[config.mk]
export PLATFORM = sky130hd
export DESIGN_NAME = usb_endpoint_ctrl
export DESIGN_NICKNAME = d
export VERILOG_FILES = /design/src/rtl/usb_pkg.sv /design/src/rtl/usb_timeout_timer.sv /design/src/rtl/usb_endpoint_ctrl.sv
export SDC_FILE = /design/constraint.sdc
export NUM_CORES = 1
export LEC_CHECK = 0
export ABC_AREA = 1
export BUFFER_PORTS_ARGS = -buffer_cell sky130_fd_sc_hd__buf_2
export CORE_MARGIN = 2
export CORE_UTILIZATION = 30
export CTS_CLUSTER_DIAMETER = 40
export DETAILED_ROUTE_END_ITERATION = 6
export PLACE_DENSITY = 0.52
export SYNTH_ARGS = -nofsm -noshare
export SYNTH_HDL_FRONTEND = slang
export SYNTH_SLANG_ARGS = --single-unit
[constraint.sdc]
create_clock -name clk -period 2.05 [get_ports clk]
set_input_delay 0.1025 -clock clk [delete_from_list [all_inputs] [get_ports clk]]
set_output_delay 0.1025 -clock clk [all_outputs]
set_load 0.05 [all_outputs]
[src/rtl/usb_pkg.sv]
// Shared USB bulk-endpoint types: decoded rx status, tx packet commands and controller states.
package usb_pkg;

    localparam int unsigned MAX_PACKET_SIZE = 64;

    typedef enum logic [2:0] {
        RX_NONE  = 3'd0,
        RX_IN    = 3'd1,
        RX_OUT   = 3'd2,
        RX_DATA  = 3'd3,
        RX_ERROR = 3'd4,
        RX_DONE  = 3'd5,
        RX_ACK   = 3'd6,
        RX_NAK   = 3'd7
    } rx_packet_t;

    typedef enum logic [2:0] {
        TX_NONE = 3'd0,
        TX_DATA = 3'd1,
        TX_ACK  = 3'd2,
        TX_NAK  = 3'd3
    } tx_packet_t;

    typedef enum logic [2:0] {
        ST_IDLE,
        ST_OUT_TOKEN,
        ST_OUT_WAIT,
        ST_OUT_DATA,
        ST_IN_TOKEN,
        ST_SEND,
        ST_IN_WAIT,
        ST_IN_ACK
    } ep_state_t;

endpackage

[src/rtl/usb_timeout_timer.sv]
// Host-response timer: counts while enabled, held at zero while cleared,
// and flags the cycle in which the count reaches TIMEOUT_CYCLES-1.
module usb_timeout_timer #(
    parameter int unsigned TIMEOUT_CYCLES = 144
) (
    input  logic clk,
    input  logic n_rst,
    input  logic clear,
    input  logic enable,
    output logic expired
);

    localparam int unsigned CNT_W = $clog2(TIMEOUT_CYCLES);
    localparam logic [CNT_W-1:0] TERMINAL = CNT_W'(TIMEOUT_CYCLES - 1);

    logic [CNT_W-1:0] count_q;
    logic [CNT_W-1:0] count_d;

    // Saturate at the terminal value so a missed expiry cannot wrap into a late one.
    always_comb begin
        count_d = count_q;
        if (clear) begin
            count_d = '0;
        end else if (enable && (count_q != TERMINAL)) begin
            count_d = count_q + 1'b1;
        end
    end

    always_ff @(posedge clk or negedge n_rst) begin
        if (!n_rst) begin
            count_q <= '0;
        end else begin
            count_q <= count_d;
        end
    end

    assign expired = enable && !clear && (count_q == TERMINAL);

endmodule

[src/rtl/usb_endpoint_ctrl.sv]
// Bulk-endpoint protocol controller: reacts to usb_rx status changes, gates buffer
// stores, and sequences usb_tx responses and the host handshake.
module usb_endpoint_ctrl
    import usb_pkg::*;
#(
    parameter  int unsigned MAX_PACKET     = MAX_PACKET_SIZE,
    parameter  int unsigned TIMEOUT_CYCLES = 144,
    localparam int unsigned OCC_W          = $clog2(MAX_PACKET + 1)
) (
    input  logic             clk,
    input  logic             n_rst,
    input  rx_packet_t       rx_packet,
    input  logic             store_rx_packet_data,
    input  logic [OCC_W-1:0] buffer_occupancy,
    input  logic [OCC_W-1:0] tx_packet_data_size,
    input  logic             tx_done,
    output tx_packet_t       tx_packet,
    output logic             tx_start,
    output logic             d_mode,
    output logic             store_enable,
    output logic             clear,
    output logic             rx_data_ready,
    output logic             rx_error,
    output logic             tx_error
);

    ep_state_t  state_q, state_d;
    rx_packet_t rx_q, rx_prev_q;
    tx_packet_t tx_packet_q, tx_packet_d;
    logic       tx_start_q, tx_start_d;
    logic       d_mode_q, d_mode_d;
    logic       store_enable_q, store_enable_d;
    logic       clear_q, clear_d;
    logic       rx_data_ready_q, rx_data_ready_d;
    logic       rx_error_q, rx_error_d;
    logic       tx_error_q, tx_error_d;
    logic       accept_q, accept_d;

    logic rx_event;
    logic waiting;
    logic timed_out;
    logic unused_store_strobe;

    // The byte strobe goes straight to the buffer; this block only supplies its gate.
    assign unused_store_strobe = store_rx_packet_data;

    assign rx_event = (rx_q != rx_prev_q);
    assign waiting  = (state_q == ST_OUT_WAIT) || (state_q == ST_IN_WAIT);

    usb_timeout_timer #(
        .TIMEOUT_CYCLES(TIMEOUT_CYCLES)
    ) u_timer (
        .clk    (clk),
        .n_rst  (n_rst),
        .clear  (!waiting),
        .enable (waiting),
        .expired(timed_out)
    );

    always_comb begin
        state_d         = state_q;
        tx_packet_d     = tx_packet_q;
        tx_start_d      = 1'b0;
        d_mode_d        = d_mode_q;
        store_enable_d  = store_enable_q;
        clear_d         = 1'b0;
        rx_data_ready_d = rx_data_ready_q;
        rx_error_d      = 1'b0;
        tx_error_d      = 1'b0;
        accept_d        = accept_q;

        unique case (state_q)
            ST_IDLE: begin
                if (buffer_occupancy == '0) begin
                    rx_data_ready_d = 1'b0;
                end
                if (rx_event && (rx_q == RX_OUT)) begin
                    state_d = ST_OUT_TOKEN;
                end else if (rx_event && (rx_q == RX_IN)) begin
                    state_d = ST_IN_TOKEN;
                end
            end
            ST_OUT_TOKEN: begin
                if (rx_event && (rx_q == RX_DONE)) begin
                    state_d  = ST_OUT_WAIT;
                    accept_d = (buffer_occupancy == '0);
                end else if (rx_event && (rx_q == RX_ERROR)) begin
                    state_d = ST_IDLE;
                end
            end
            ST_OUT_WAIT: begin
                if (rx_event && (rx_q == RX_DATA)) begin
                    state_d        = ST_OUT_DATA;
                    store_enable_d = accept_q;
                end else if (timed_out) begin
                    state_d    = ST_IDLE;
                    rx_error_d = 1'b1;
                end
            end
            ST_OUT_DATA: begin
                if (rx_event && (rx_q == RX_DONE)) begin
                    state_d         = ST_SEND;
                    store_enable_d  = 1'b0;
                    tx_packet_d     = accept_q ? TX_ACK : TX_NAK;
                    tx_start_d      = 1'b1;
                    d_mode_d        = 1'b1;
                    rx_data_ready_d = rx_data_ready_q | accept_q;
                end else if (rx_event && (rx_q == RX_ERROR)) begin
                    state_d        = ST_IDLE;
                    store_enable_d = 1'b0;
                    rx_error_d     = 1'b1;
                    clear_d        = accept_q;
                end
            end
            ST_IN_TOKEN: begin
                if (rx_event && (rx_q == RX_DONE)) begin
                    state_d     = ST_SEND;
                    tx_packet_d = (tx_packet_data_size != '0) ? TX_DATA : TX_NAK;
                    tx_start_d  = 1'b1;
                    d_mode_d    = 1'b1;
                end else if (rx_event && (rx_q == RX_ERROR)) begin
                    state_d = ST_IDLE;
                end
            end
            ST_SEND: begin
                if (tx_done) begin
                    state_d     = (tx_packet_q == TX_DATA) ? ST_IN_WAIT : ST_IDLE;
                    tx_packet_d = TX_NONE;
                    d_mode_d    = 1'b0;
                end
            end
            ST_IN_WAIT: begin
                // A recognised handshake beats a coincident timeout; the buffer is kept for a retry.
                if (rx_event && (rx_q == RX_ACK)) begin
                    state_d = ST_IN_ACK;
                end else if (rx_event && ((rx_q == RX_NAK) || (rx_q == RX_ERROR))) begin
                    state_d    = ST_IDLE;
                    tx_error_d = 1'b1;
                end else if (timed_out) begin
                    state_d    = ST_IDLE;
                    tx_error_d = 1'b1;
                end
            end
            ST_IN_ACK: begin
                if (rx_event && (rx_q == RX_DONE)) begin
                    state_d = ST_IDLE;
                    clear_d = 1'b1;
                end else if (rx_event && (rx_q == RX_ERROR)) begin
                    state_d    = ST_IDLE;
                    tx_error_d = 1'b1;
                end
            end
            default: begin
                state_d = ST_IDLE;
            end
        endcase
    end

    always_ff @(posedge clk or negedge n_rst) begin
        if (!n_rst) begin
            state_q         <= ST_IDLE;
            rx_q            <= RX_NONE;
            rx_prev_q       <= RX_NONE;
            tx_packet_q     <= TX_NONE;
            tx_start_q      <= 1'b0;
            d_mode_q        <= 1'b0;
            store_enable_q  <= 1'b0;
            clear_q         <= 1'b0;
            rx_data_ready_q <= 1'b0;
            rx_error_q      <= 1'b0;
            tx_error_q      <= 1'b0;
            accept_q        <= 1'b0;
        end else begin
            state_q         <= state_d;
            rx_q            <= rx_packet;
            rx_prev_q       <= rx_q;
            tx_packet_q     <= tx_packet_d;
            tx_start_q      <= tx_start_d;
            d_mode_q        <= d_mode_d;
            store_enable_q  <= store_enable_d;
            clear_q         <= clear_d;
            rx_data_ready_q <= rx_data_ready_d;
            rx_error_q      <= rx_error_d;
            tx_error_q      <= tx_error_d;
            accept_q        <= accept_d;
        end
    end

    assign tx_packet     = tx_packet_q;
    assign tx_start      = tx_start_q;
    assign d_mode        = d_mode_q;
    assign store_enable  = store_enable_q;
    assign clear         = clear_q;
    assign rx_data_ready = rx_data_ready_q;
    assign rx_error      = rx_error_q;
    assign tx_error      = tx_error_q;

endmodule

-- Word-level counts from Yosys, hierarchy flattened
Index checks and enable logic that the tools add are counted.
- register bits after elaboration: 28
- latch bits: 0
- bits in writable memories: 0
- ROM bits: 0
- input port bits: 21
- output and inout bits: 10
- logic and storage cells: 111
- memories: 0
- $add $sub $neg: 1
- multipliers: 0
- div/mod/pow operators: 0
- order comparisons: 0
- equality and inequality tests: 27
- shift-type cells: 0
- mux-type cells: 44
- bitwise operators: 1
- reduce and logical (&&, ||, !) cells: 25
- operators with widths (operator ; count):
    2-to-1 mux 3 bit ; 15
    == test 3 bit (second input constant) ; 8
    one-hot mux 3 bit (7 select lines) ; 1
    2-to-1 mux 1 bit ; 18
    2-to-1 mux 8 bit ; 2
    == test 3 x 2 -> 1 bit (second input constant) ; 4
    one-hot mux 1 bit (2 select lines) ; 6
    != test 2 bit (second input constant) ; 5
    == test 3 x 1 -> 1 bit (second input constant) ; 3
    logical AND 1 bit ; 9
    one-hot mux 3 bit (3 select lines) ; 1
    AND reduction 3 bit ; 3
    adder 8 x 1 -> 8 bit (second input constant) ; 1
    == test 8 bit (second input constant) ; 1
    != test 8 bit (second input constant) ; 1
    zero test 7 bit ; 1
    nonzero test 7 bit ; 1
    != test 3 bit (second input constant) ; 2
    nonzero test 2 bit ; 3
    != test 2 x 1 -> 1 bit (second input constant) ; 2
    AND reduction 2 bit ; 2
    AND reduction 4 bit ; 1
    zero test 3 bit ; 1
    != test 3 bit ; 1
    5 further kinds ; 6

-- Longest topological paths before layout
Gate-level depths: netlist of the first run.
- depth in word-level cells: 7
- depth in mapped cells: 12

-- By module
A second synthesis of the first run with hierarchy kept.
- cell total of the unflattened synthesis: 208
- area, all modules: 1557.7 um2
- by module, submodules not included (module ; instances ; cells each ; area each (um2) ; sequential area each (um2)):
    usb_endpoint_ctrl ; 1 ; 137 ; 1041.0 ; 475.5
    usb_timeout_timer ; 1 ; 71 ; 516.7 ; 200.2

-- Worst setup path before layout of the first run
No wires, ideal clock.
- path type: register to register
- from: register rx_q[2]
- to: register state_q[2]
- arrival time: 1.337 ns
- setup slack: 0.600 ns
- cell stages (with the launch flop): 11
- period minus slack after synthesis: 1.450 ns
- path through: dfrtp_1 > inv_2 > nand2_1 > nand2_1 > nand3_4 > buf_8 > nand3_2 > nand2_2 > a31o_1 > nand2_1 > inv_1
- longest elaborated chain between the ends: 6
- ends and longest elaborated chain (what ; RTL line ; text):
    start: declaration ; usb_endpoint_ctrl.sv:28 ; rx_packet_t rx_q, rx_prev_q;
    start signal: assignment ; usb_endpoint_ctrl.sv:175 ; rx_q <= rx_packet;
    == test 3 bit (on tied branches) ; - ;
    logical OR 1 bit ; usb_endpoint_ctrl.sv:136 ; end else if (rx_event && ((rx_q == RX_NAK) || (rx_q == RX_ERROR))) begin
    logical AND 1 bit ; usb_endpoint_ctrl.sv:136 ;
    2-to-1 mux 3 bit ; usb_endpoint_ctrl.sv:136 ;
    2-to-1 mux 3 bit ; usb_endpoint_ctrl.sv:134 ; if (rx_event && (rx_q == RX_ACK)) begin
    one-hot mux 3 bit (7 select lines) ; usb_endpoint_ctrl.sv:72 ; unique case (state_q)
    end signal: assignment ; usb_endpoint_ctrl.sv:174 ; state_q <= state_d;
    end: declaration ; usb_endpoint_ctrl.sv:27 ; ep_state_t state_q, state_d;
Parallel ways exist; a longest one is shown, timed or not.
A chain may end at the register's enable or synchronous reset.

-- Worst setup path after layout of the first run
- from: register rx_q[2]
- to: register store_enable_q (netlist: store_enable)
- longest elaborated chain between the ends: 4
- ends and longest elaborated chain (what ; RTL line ; text):
    != test 3 bit (tied with other cells) ; usb_endpoint_ctrl.sv:47 ; assign rx_event = (rx_q != rx_prev_q);
    logical AND 1 bit (on tied branches) ; usb_endpoint_ctrl.sv:101, usb_endpoint_ctrl.sv:92, usb_endpoint_ctrl.sv:108 ;
    != test 3 bit (no source line) (tied with other cells) ; - ;
    AND reduction 3 bit (no source line) / one-hot mux 1 bit (2 select lines) (equally long branches) ; - ;
    end signal: assignment ; usb_endpoint_ctrl.sv:180 ; store_enable_q <= store_enable_d;
    end: declaration ; usb_endpoint_ctrl.sv:32 ; logic store_enable_q, store_enable_d;
Parallel ways exist; a longest one is shown, timed or not.

==> results.sh, run 1 <==
export IMPL_fin_ws_ps=391
export IMPL_die_y_um=75.8
export IMPL_drv_slew=0
export IMPL_avgSynthCellArea_um2=8.23
export IMPL_drt_antenna_violating_nets=0
export IMPL_setup_viol=0
export IMPL_syn2layout_area_growth_pct=18.0
export IMPL_cp_num_buf_inv=2
export IMPL_instances_no_fill=291
export IMPL_cp_start_kind="flip-flop"
export IMPL_n_fill_cell=541
export IMPL_intPower_uw=988
export IMPL_final_cell_mix="nand2_1, buf_2, dfrtp_1"
export IMPL_cts_setup_buffers=0
export IMPL_period_share=0.809
export IMPL_gp_congestion=0.852
export IMPL_start_util=0.307
export IMPL_cellPowerDensity_nw_per_um2=953
export IMPL_wire_per_inst_um=10.9
export IMPL_core_area_um2=5040
export IMPL_rsz0062_at_grt="no"
export IMPL_grt_pass1_wl_um=5250
export IMPL_synth_fp_nets=210
export IMPL_routed_wl_um=3180
export IMPL_p_switching_uw=752
export IMPL_final_common_cell="nand2_1"
export IMPL_vdd_drop_max_mv=0.418
export IMPL_grt_start_max_net_pins=28
export IMPL_worstPathCellList="inv_2 -> nand2_1 -> nand2_1 -> nand3_4 -> o21ai_2 -> inv_1 -> o21ai_1 -> nand2_1 -> o21ai_1"
export IMPL_die_w_um=75.8
export IMPL_cp_required_ps=2250
export IMPL_synth_cell_area_um2=1550
export IMPL_clk_latency_ps=270
export IMPL_crit_type="flip-flop to flip-flop"
export IMPL_clockPowerShare=0.177
export IMPL_track_usage=0.120
export IMPL_clock_tree_root_cell="clkbuf_8"
export IMPL_dpl_worst_slack_ps=397
export IMPL_antenna_found_initial=0
export IMPL_arrival_ps=1860
export IMPL_dpl_hpwl_um=2430
export IMPL_post_route_min_period_ps=1660
export IMPL_p_leak_nw=0.951
export IMPL_cap_violations=0
export IMPL_num_rows=26
export IMPL_pin_count=31
export IMPL_fmax_mhz=603
export IMPL_placed_cells=283
export IMPL_io_buffers=28
export IMPL_worstSetupEndpointType="flip-flop"
export IMPL_diodes=0
export IMPL_worstMarginPinSlew_ps=614
export IMPL_hold_path_class="primary input to flip-flop"
export IMPL_cts_tree="yes"
export IMPL_first_pass_iters=6
export IMPL_design_die_area_um2=5740
export IMPL_vias=1292
export IMPL_outcome="finished clean"
export IMPL_drt_first_iter_violations=65
export IMPL_cts_buffers_inserted=3
export IMPL_clk_pin_slew_ps=90
export IMPL_numClockSinks=27
export IMPL_pwr_share_seq=0.407
export IMPL_grt_pass1_vias=1160
export IMPL_maxSlewHeadroom=0.590
export IMPL_crit_family="simple AND/OR/NAND/NOR gates"
export IMPL_nNetsFinal=244
export IMPL_yosys_warnings=0
export IMPL_crit_path_max_fanout=14
export IMPL_hold_slack_ps=127
export IMPL_crit_top_cell="nand2_1"
export IMPL_cts_resized=0
export IMPL_drive_above_1_share=0.267
export IMPL_ys_flop_type="dfrtp_1"
export IMPL_htree_levels=1
export IMPL_p_comb_frac=0.416
export IMPL_drc=0
export IMPL_hold_viol=0
export IMPL_vias_per_cell=4.44
export IMPL_worst_path_largest_cell_delay_ps=440
export IMPL_slowest_stage="dfrtp_1"
export IMPL_synth_edf_count=0
export IMPL_cts_max_path_buffers=2
export IMPL_synth_seq_area_share=0.437
export IMPL_ys_types=36
export IMPL_total_power_mw=1.74
export IMPL_synth_cells=188
export IMPL_swShare=0.432
export IMPL_tns_ps=0
export IMPL_synth_seq_cells=27
export IMPL_overflow=0
export IMPL_fin_skew_ps=4.75
export IMPL_async_flop_share=1.00
-- layout make-up --
cell class	instances	area [um^2]	share of cell area
Tap cell	70	87.6	0.0480
Sequential cell	27	676	0.370
Timing Repair Buffer	32	180	0.0987
Clock buffer	4	45.0	0.0247
Inverter	27	101	0.0555
Multi-Input combinational cell	131	736	0.403
-- worst reg2reg max path, stage by stage, from the launching register on --
cell     delay, ps
dfrtp_1        440
inv_2          170
nand2_1         70
nand2_1        100
nand3_4        200
o21ai_2        160
inv_1           80
o21ai_1        210
nand2_1         80
o21ai_1         80
-- what timing repair did --
action / 4_1_cts / 5_1_grt
hold buffers: 4 / 0
endpoints found under the setup margin: 0 / 0
hold endpoints to repair: 30 / 0
-- registers in the layout, summed over array words and instances (netlist names), 2 cells and up --
name / flops
rx_q: 3
rx_prev_q: 3
state_q: 3
tx_packet: 2
u_timer.count_q: 8
-- power groups by stage --
stage | Sequential, mW | Clock, mW | Combinational (mW)
3_5_place_dp | 0.720 | 0 | 0.722
5_1_grt | 0.724 | 0.343 | 0.816
3_3_place_gp | 0.720 | 0 | 0.719
6_report | 0.708 | 0.309 | 0.723
4_1_cts | 0.709 | 0.326 | 0.731
2_1_floorplan | 0.820 | 0 | 0.471
-- through the flow --
stage                     cell area, um^2   util
after floorplan                      1550      -
after global placement               1740  0.345
after detailed placement             1740  0.345
after CTS                            1830  0.362
after global routing                 1830  0.362
final                                1830  0.362
-- Yosys cell counts (2+ instances only) --
master    count  share of area
a21boi_0      2         0.0097
a21oi_1       5          0.016
dfrtp_1      27           0.44
inv_1        24          0.058
inv_2         3         0.0073
nand2_1      41           0.10
nand2_2       6          0.024
nand3_1       8          0.026
nand3_2       8          0.052
nand4_1       2         0.0081
nor2_1       15          0.036
nor2_2        5          0.020
nor3_1       11          0.036
nor4_1        3          0.012
o211ai_1      2         0.0097
o21ai_0       4          0.013
o21ai_1       3         0.0097
-- final timing paths --
path | start | end | slack (ps) | cells past startpoint
worst min register to register | d_mode | d_mode | 470 | 2
worst max-delay path | rx_q[2] | store_enable | 390 | 9
worst min-delay path | buffer_occupancy[6] | rx_data_ready | 130 | 3
worst max register to register | rx_q[2] | store_enable | 390 | 9
min in group asynchronous | n_rst | u_timer.count_q[5] | 360 | 2
max in group asynchronous | n_rst | rx_data_ready | 1280 | 2
-- cell families (layout without fill, tap and decap cells) --
group | after synthesis | after routing | synth area share
adder cells (fa/ha/maj) | 1 | 1 | 0.00809
XOR/XNOR | 1 | 1 | 0.0105
AND/OR/NAND/NOR | 105 | 105 | 0.359
other | 1 | 1 | 0.00242
flip-flops | 27 | 27 | 0.437
AO/OA/AOI/OAI | 23 | 23 | 0.0955
buffers and inverters | 30 | 63 | 0.0874
-- layer usage --
layer	GRT usage	part of all wire
met1	0.173	0.51
met2	0.185	0.45
met3	0.0251	0.035
met4	0.0312	0.0091
met5	0	0
Power figures use the tool's default switching activity.
==> run 2, diff against run 1 <==
Settings changed: ABC_AREA 1 to 0, PLACE_DENSITY 0.52 to 0.53.
Clock period 2.05 ns to 1.5 ns, I/O delays scaled along.
==> run 2 against run 1 <==
Compared with the run above:
- synthesized cell count fell by 15%
- fmax rose by 13%
- clock power rose by 37%
- largest cell class unchanged
- cell count rose by 2.7%
- critical path type unchanged
- global-route usage rose by 1.1 points
- critical path depth fell by 3
- register-to-register slack got worse by 360 ps
- via count rose by 9.0%
- non-clock buffer count rose by 43
==> results.sh, run 2 <==
export IMPL_outcome="finished clean"
export IMPL_first_pass_iters=4
export IMPL_hold_slack_ps=91.9
export IMPL_design_die_area_um2=5780
export IMPL_routed_wl_um=3740
export IMPL_core_area_um2=5040
export IMPL_cts_max_path_buffers=2
export IMPL_synth_cells=160
export IMPL_avgSynthCellArea_um2=9.72
export IMPL_worst_path_largest_cell_delay_ps=390
export IMPL_nNetsFinal=252
export IMPL_post_synth_top_count_cell="dfrtp_1"
export IMPL_regMostFlops="u_timer.count_q"
export IMPL_htree_levels=1
export IMPL_fin_skew_ps=4.26
export IMPL_clk_latency_ps=270
export IMPL_utilization=0.442
export IMPL_dpl_hpwl_um=2720
export IMPL_syn2layout_area_growth_pct=43.2
export IMPL_cp_num_buf_inv=0
export IMPL_reg2reg_depth=6
export IMPL_min_to="rx_data_ready"
export IMPL_wire_per_inst_um=12.5
export IMPL_drv_slew=0
export IMPL_p_leak_nw=0.982
export IMPL_async_flop_share=1.00
export IMPL_fmax_mhz=681
export IMPL_num_rows=26
export IMPL_track_usage=0.132
export IMPL_worstSetupEndpointType="flip-flop"
export IMPL_period_share=0.979
export IMPL_final_cell_mix="buf_4, buf_2, dfrtp_1"
export IMPL_slowest_stage="dfrtp_1"
export IMPL_cellPowerDensity_nw_per_um2=1230
export IMPL_start_util=0.308
export IMPL_ys_types=58
export IMPL_cap_violations=0
export IMPL_post_route_min_period_ps=1470
export IMPL_vias=1408
export IMPL_hp_start="buffer_occupancy[3]"
export IMPL_yosys_warnings=0
export IMPL_drc=0
export IMPL_r2r_start="u_timer.count_q[0]"
export IMPL_ys_flop_type="dfrtp_1"
export IMPL_hold_viol=0
export IMPL_cp_required_ps=1670
export IMPL_io_buffers=28
export IMPL_cp_start_kind="flip-flop"
export IMPL_grt_pass1_vias=1375
export IMPL_synth_edf_count=0
export IMPL_numClockSinks=27
export IMPL_synth_largest_area_cell="dfrtp_1"
export IMPL_synth_fp_nets=182
export IMPL_pin_count=31
export IMPL_overflow=0
export IMPL_cts_tree="yes"
export IMPL_synth_seq_cells=27
export IMPL_setup_viol=0
export IMPL_fin_area_um2=2230
export IMPL_r2r_slack_ps=30
export IMPL_grt_start_max_net_pins=28
export IMPL_crit_family="simple AND/OR/NAND/NOR gates"
export IMPL_drt_antenna_violating_nets=0
export IMPL_diodes=0
export IMPL_antenna_found_initial=0
export IMPL_fin_ws_ps=32.2
export IMPL_dpl_worst_slack_ps=-20.6
export IMPL_synthTopCellsByArea="dfrtp_1, nand3_1, nand2_1, nor2_1, a21oi_1"
export IMPL_synth_seq_area_share=0.434
export IMPL_clock_tree_root_cell="clkbuf_8"
export IMPL_maxSlewHeadroom=0.581
export IMPL_dpl_cell_area_um2=1990
export IMPL_synth_top_area_frac=0.434
export IMPL_grt_pass1_wl_um=6370
export IMPL_arrival_ps=1640
export IMPL_rsz0062_at_grt="yes"
export IMPL_crit_type="flip-flop to flip-flop"
export IMPL_hold_depth=3
export IMPL_die_y_um=76
export IMPL_drt_first_iter_violations=52
export IMPL_final_common_cell="buf_4"
export IMPL_worstPathCellList="ha_2 -> and3_4 -> and2_4 -> o31ai_4 -> o21ai_1 -> and3_1"
export IMPL_largest_register_ffs=8
export IMPL_r2r_end="tx_error"
export IMPL_vdd_drop_max_mv=0.759
export IMPL_drive_above_1_share=0.428
export IMPL_cts_buffers_inserted=3
export IMPL_gp_congestion=0.823
export IMPL_clk_pin_slew_ps=100
export IMPL_crit_path_max_fanout=3
export IMPL_vias_per_cell=4.71
export IMPL_die_w_um=76
export IMPL_hold_path_class="primary input to flip-flop"
export IMPL_ys_top_cells_by_count="dfrtp_1, nand2_1, nor2_1, nand3_1, a21oi_1"
export IMPL_synth_cell_area_um2=1560
export IMPL_total_power_mw=2.73
export IMPL_worstMarginPinSlew_ps=628
==> run 2: cell families (layout without fill, tap and decap cells) <==
group	after synthesis	count (layout)	synth area share
adder cells (fa/ha/maj)	1	1	0.00804
AND/OR/NAND/NOR	63	63	0.231
AO/OA/AOI/OAI	43	43	0.220
XOR/XNOR	6	6	0.0338
buffers and inverters	16	85	0.0499
other	1	1	0.00241
multiplexers	3	3	0.0201
flip-flops	27	27	0.434
==> run 2: power breakdown <==
group / switching, mW / internal [mW] / total, mW
combinational: 0.798 / 0.544 / 1.34
clock: 0.236 / 0.186 / 0.422
sequential: 0.123 / 0.847 / 0.970
total: 1.16 / 1.58 / 2.73
==> run 2: per-stage QoR <==
stage / instances / TNS [ps]
after global placement: 281 / 0
after CTS: 291 / 0
after global routing: 299 / -471
final: 299 / 0
after detailed placement: 281 / -31.2
after floorplan: 160 / 0
==> run 2: cell type report <==
type                            instances  area, um^2
Tap cell                               70        87.6
Sequential cell                        27         678
Clock inverter                          1        5.00
Inverter                                6        22.5
Fill cell                             506        2820
Timing Repair Buffer                   75         522
Multi-Input combinational cell        117         871
Clock buffer                            3        41.3
==> run 2: timing repair <==
item,4_1_cts,5_1_grt
hold buffers,4,0
pin swaps,6,21
gates resized for setup,3,14
endpoints found under the hold margin,30,0
setup buffers,2,8
setup endpoints to repair,3,10
==> run 2: worst min-delay path: stages <==
cell     delay [ps]
buf_2            80
nor4_1           50
a21oi_1         130
==> run 2: per-layer routing <==
metal | share of wire | vias to the layer above | global-route usage | wire (um)
li1 | - | 721 | - | -
met1 | 0.50 | 667 | 0.193 | 1890
met2 | 0.47 | 18 | 0.213 | 1760
met3 | 0.022 | 2 | 0.0154 | 81
met4 | 0.0035 | 0 | 0.0218 | 13
met5 | 0 | - | 0 | 0
==> run 2: worst max path at each step <==
stage,depth (start not counted),start,endpoint
6_report,6,u_timer.count_q[0],tx_error
3_5_place_dp,6,u_timer.count_q[1],state_q[2]
5_1_grt,5,u_timer.count_q[5],state_q[1]
3_3_place_gp,6,u_timer.count_q[1],state_q[2]
2_1_floorplan,6,u_timer.count_q[0],tx_error
4_1_cts,5,u_timer.count_q[4],state_q[1]
==> run 3, diff against run 2 <==
Settings changed: ABC_AREA 0 to 1, CTS_BUF_LIST set to sky130_fd_sc_hd__clkbuf_16.
==> run 3 against run 2 <==
Compared with the run above:
- first-iteration DRC count shrank 42%
- cell area shrank 6.2%
- die area shrank 0.54%
- fmax grew 0.68%
- sequential power shrank 2%
- sequential share of layout area grew 2.0 points
- global-route usage shrank 0.33 points
- clock skew is essentially flat
- count of clock-buffer cells in the layout is the same
- total power shrank 0.41%
- critical path type unchanged
- critical endpoint is now state_q[1]
==> results.sh, run 3 (synthesis results as in run 1) <==
export IMPL_worstMarginPinSlew_ps=629
export IMPL_period_share=0.972
export IMPL_wire_per_inst_um=11.1
export IMPL_hold_path_class="primary input to flip-flop"
export IMPL_arrival_ps=1650
export IMPL_top_usage_layer="met2"
export IMPL_gp_congestion=0.890
export IMPL_drt_antenna_violating_nets=0
export IMPL_grt_pass1_wl_um=5530
export IMPL_clk_latency_ps=270
export IMPL_numClockSinks=27
export IMPL_dpl_hpwl_um=2530
export IMPL_crit_type="flip-flop to flip-flop"
export IMPL_htree_levels=1
export IMPL_regMostFlops="u_timer.count_q"
export IMPL_diodes=0
export IMPL_setup_viol=0
export IMPL_syn2layout_area_growth_pct=35.1
export IMPL_r2r_slack_ps=40
export IMPL_vdd_drop_max_mv=0.647
export IMPL_grt_pass1_vias=1238
export IMPL_cp_required_ps=1690
export IMPL_multi_input_area_um2=768
export IMPL_p_leak_nw=1.10
export IMPL_r2r_start="rx_q[1]"
export IMPL_design_die_area_um2=5740
export IMPL_vias_per_cell=4.41
export IMPL_final_cell_mix="nand2_1, buf_2, inv_1, dfrtp_1, buf_4"
export IMPL_cts_buffers_inserted=3
export IMPL_crit_cells=7
export IMPL_n_fill_cell=522
export IMPL_largest_register_ffs=8
export IMPL_first_pass_iters=4
export IMPL_worst_path_largest_cell_delay_ps=450
export IMPL_total_power_mw=2.72
export IMPL_final_common_cell="nand2_1"
export IMPL_cp_start_kind="flip-flop"
export IMPL_cap_violations=0
export IMPL_drv_slew=0
export IMPL_slowest_stage="dfrtp_2"
export IMPL_maxSlewHeadroom=0.581
export IMPL_hold_viol=0
export IMPL_cellPowerDensity_nw_per_um2=1300
export IMPL_clk_pin_slew_ps=70
export IMPL_nNetsFinal=270
export IMPL_crit_family="simple AND/OR/NAND/NOR gates"
export IMPL_routed_wl_um=3500
export IMPL_fin_skew_ps=4.44
export IMPL_post_route_min_period_ps=1460
export IMPL_start_util=0.307
export IMPL_r2r_end="state_q[1]"
export IMPL_antenna_found_initial=0
export IMPL_worstPathCellList="buf_6 -> nor3_4 -> buf_4 -> nand3_2 -> nand3_1 -> nor2_1 -> a21oi_1"
export IMPL_clock_tree_root_cell="clkbuf_16"
export IMPL_num_rows=26
export IMPL_cp_num_buf_inv=2
export IMPL_overflow=0
export IMPL_cts_tree="yes"
export IMPL_track_usage=0.128
export IMPL_rsz0062_at_grt="yes"
export IMPL_use_met3=0.0344
export IMPL_outcome="finished clean"
export IMPL_crit_start="rx_q[1]"
export IMPL_worstSetupEndpointType="flip-flop"
export IMPL_crit_path_max_fanout=6
export IMPL_grt_use_met1=0.170
export IMPL_pin_count=31
export IMPL_die_y_um=75.8
export IMPL_drive_above_1_share=0.372
export IMPL_cts_max_path_buffers=2
export IMPL_grt_use_met2=0.200
export IMPL_hold_slack_ps=108
export IMPL_drc=0
export IMPL_io_buffers=28
export IMPL_vias=1398
export IMPL_reg2reg_depth=7
export IMPL_crit_path_end="state_q[1]"
export IMPL_seq_area_um2=678
export IMPL_drt_first_iter_violations=30
export IMPL_utilization=0.414
export IMPL_core_area_um2=5040
export IMPL_fmax_mhz=686
export IMPL_grt_start_max_net_pins=28
export IMPL_die_w_um=75.8
-- run 3: how the worst min path moves through the flow --
stage                     depth (start not counted)                  to           startpoint
final                                             3       rx_data_ready  buffer_occupancy[4]
after detailed placement                          1  u_timer.count_q[7]                n_rst
after global placement                            1  u_timer.count_q[7]                n_rst
after floorplan                                   0            accept_q                n_rst
after CTS                                         3       rx_data_ready  buffer_occupancy[6]
after global routing                              3       rx_data_ready  buffer_occupancy[4]
-- run 3: routing by layer --
layer | vias up | routed length, um | part of all wire
li1 | 735 | - | -
met1 | 633 | 1650 | 0.47
met2 | 23 | 1690 | 0.48
met3 | 7 | 107 | 0.031
met4 | 0 | 60 | 0.017
met5 | - | 0 | 0
-- run 3: through the flow --
stage	area, um^2	cells	TNS [ps]	setup WS [ps]
floorplan	1550	188	0	50.0
global placement	1920	307	-28.0	-28.0
detailed placement	1920	307	0	1.29
CTS	2050	316	0	3.95
global route	2090	317	-674	-161
finish	2090	317	0	42.1
-- run 3: layout make-up --
type / count / area share
multi-input cells: 132 / 0.368
clock inverters: 1 / 0.00180
well taps: 70 / 0.0419
inverters: 27 / 0.0485
clock buffers: 3 / 0.0359
flip-flops and latches: 27 / 0.325
repair buffers: 57 / 0.180
-- run 3: power by group --
| group | switching, mW | internal (mW) |
|---|---|---|
| combinational | 0.724 | 0.428 |
| sequential | 0.105 | 0.848 |
| clock | 0.260 | 0.358 |
| total | 1.09 | 1.63 |
-- run 3: tightest hold or removal path: stages --
cell       delay [ps]
buf_2              70
nor4_1             50
a2bb2oi_1         130
-- run 3: repair_timing --
item,CTS,global route
hold buffers,4,0
pin swaps,2,5
gates resized for setup,1,9
gates cloned,0,1
setup endpoints to repair,3,11
hold endpoints to repair,30,0
setup buffers,1,0
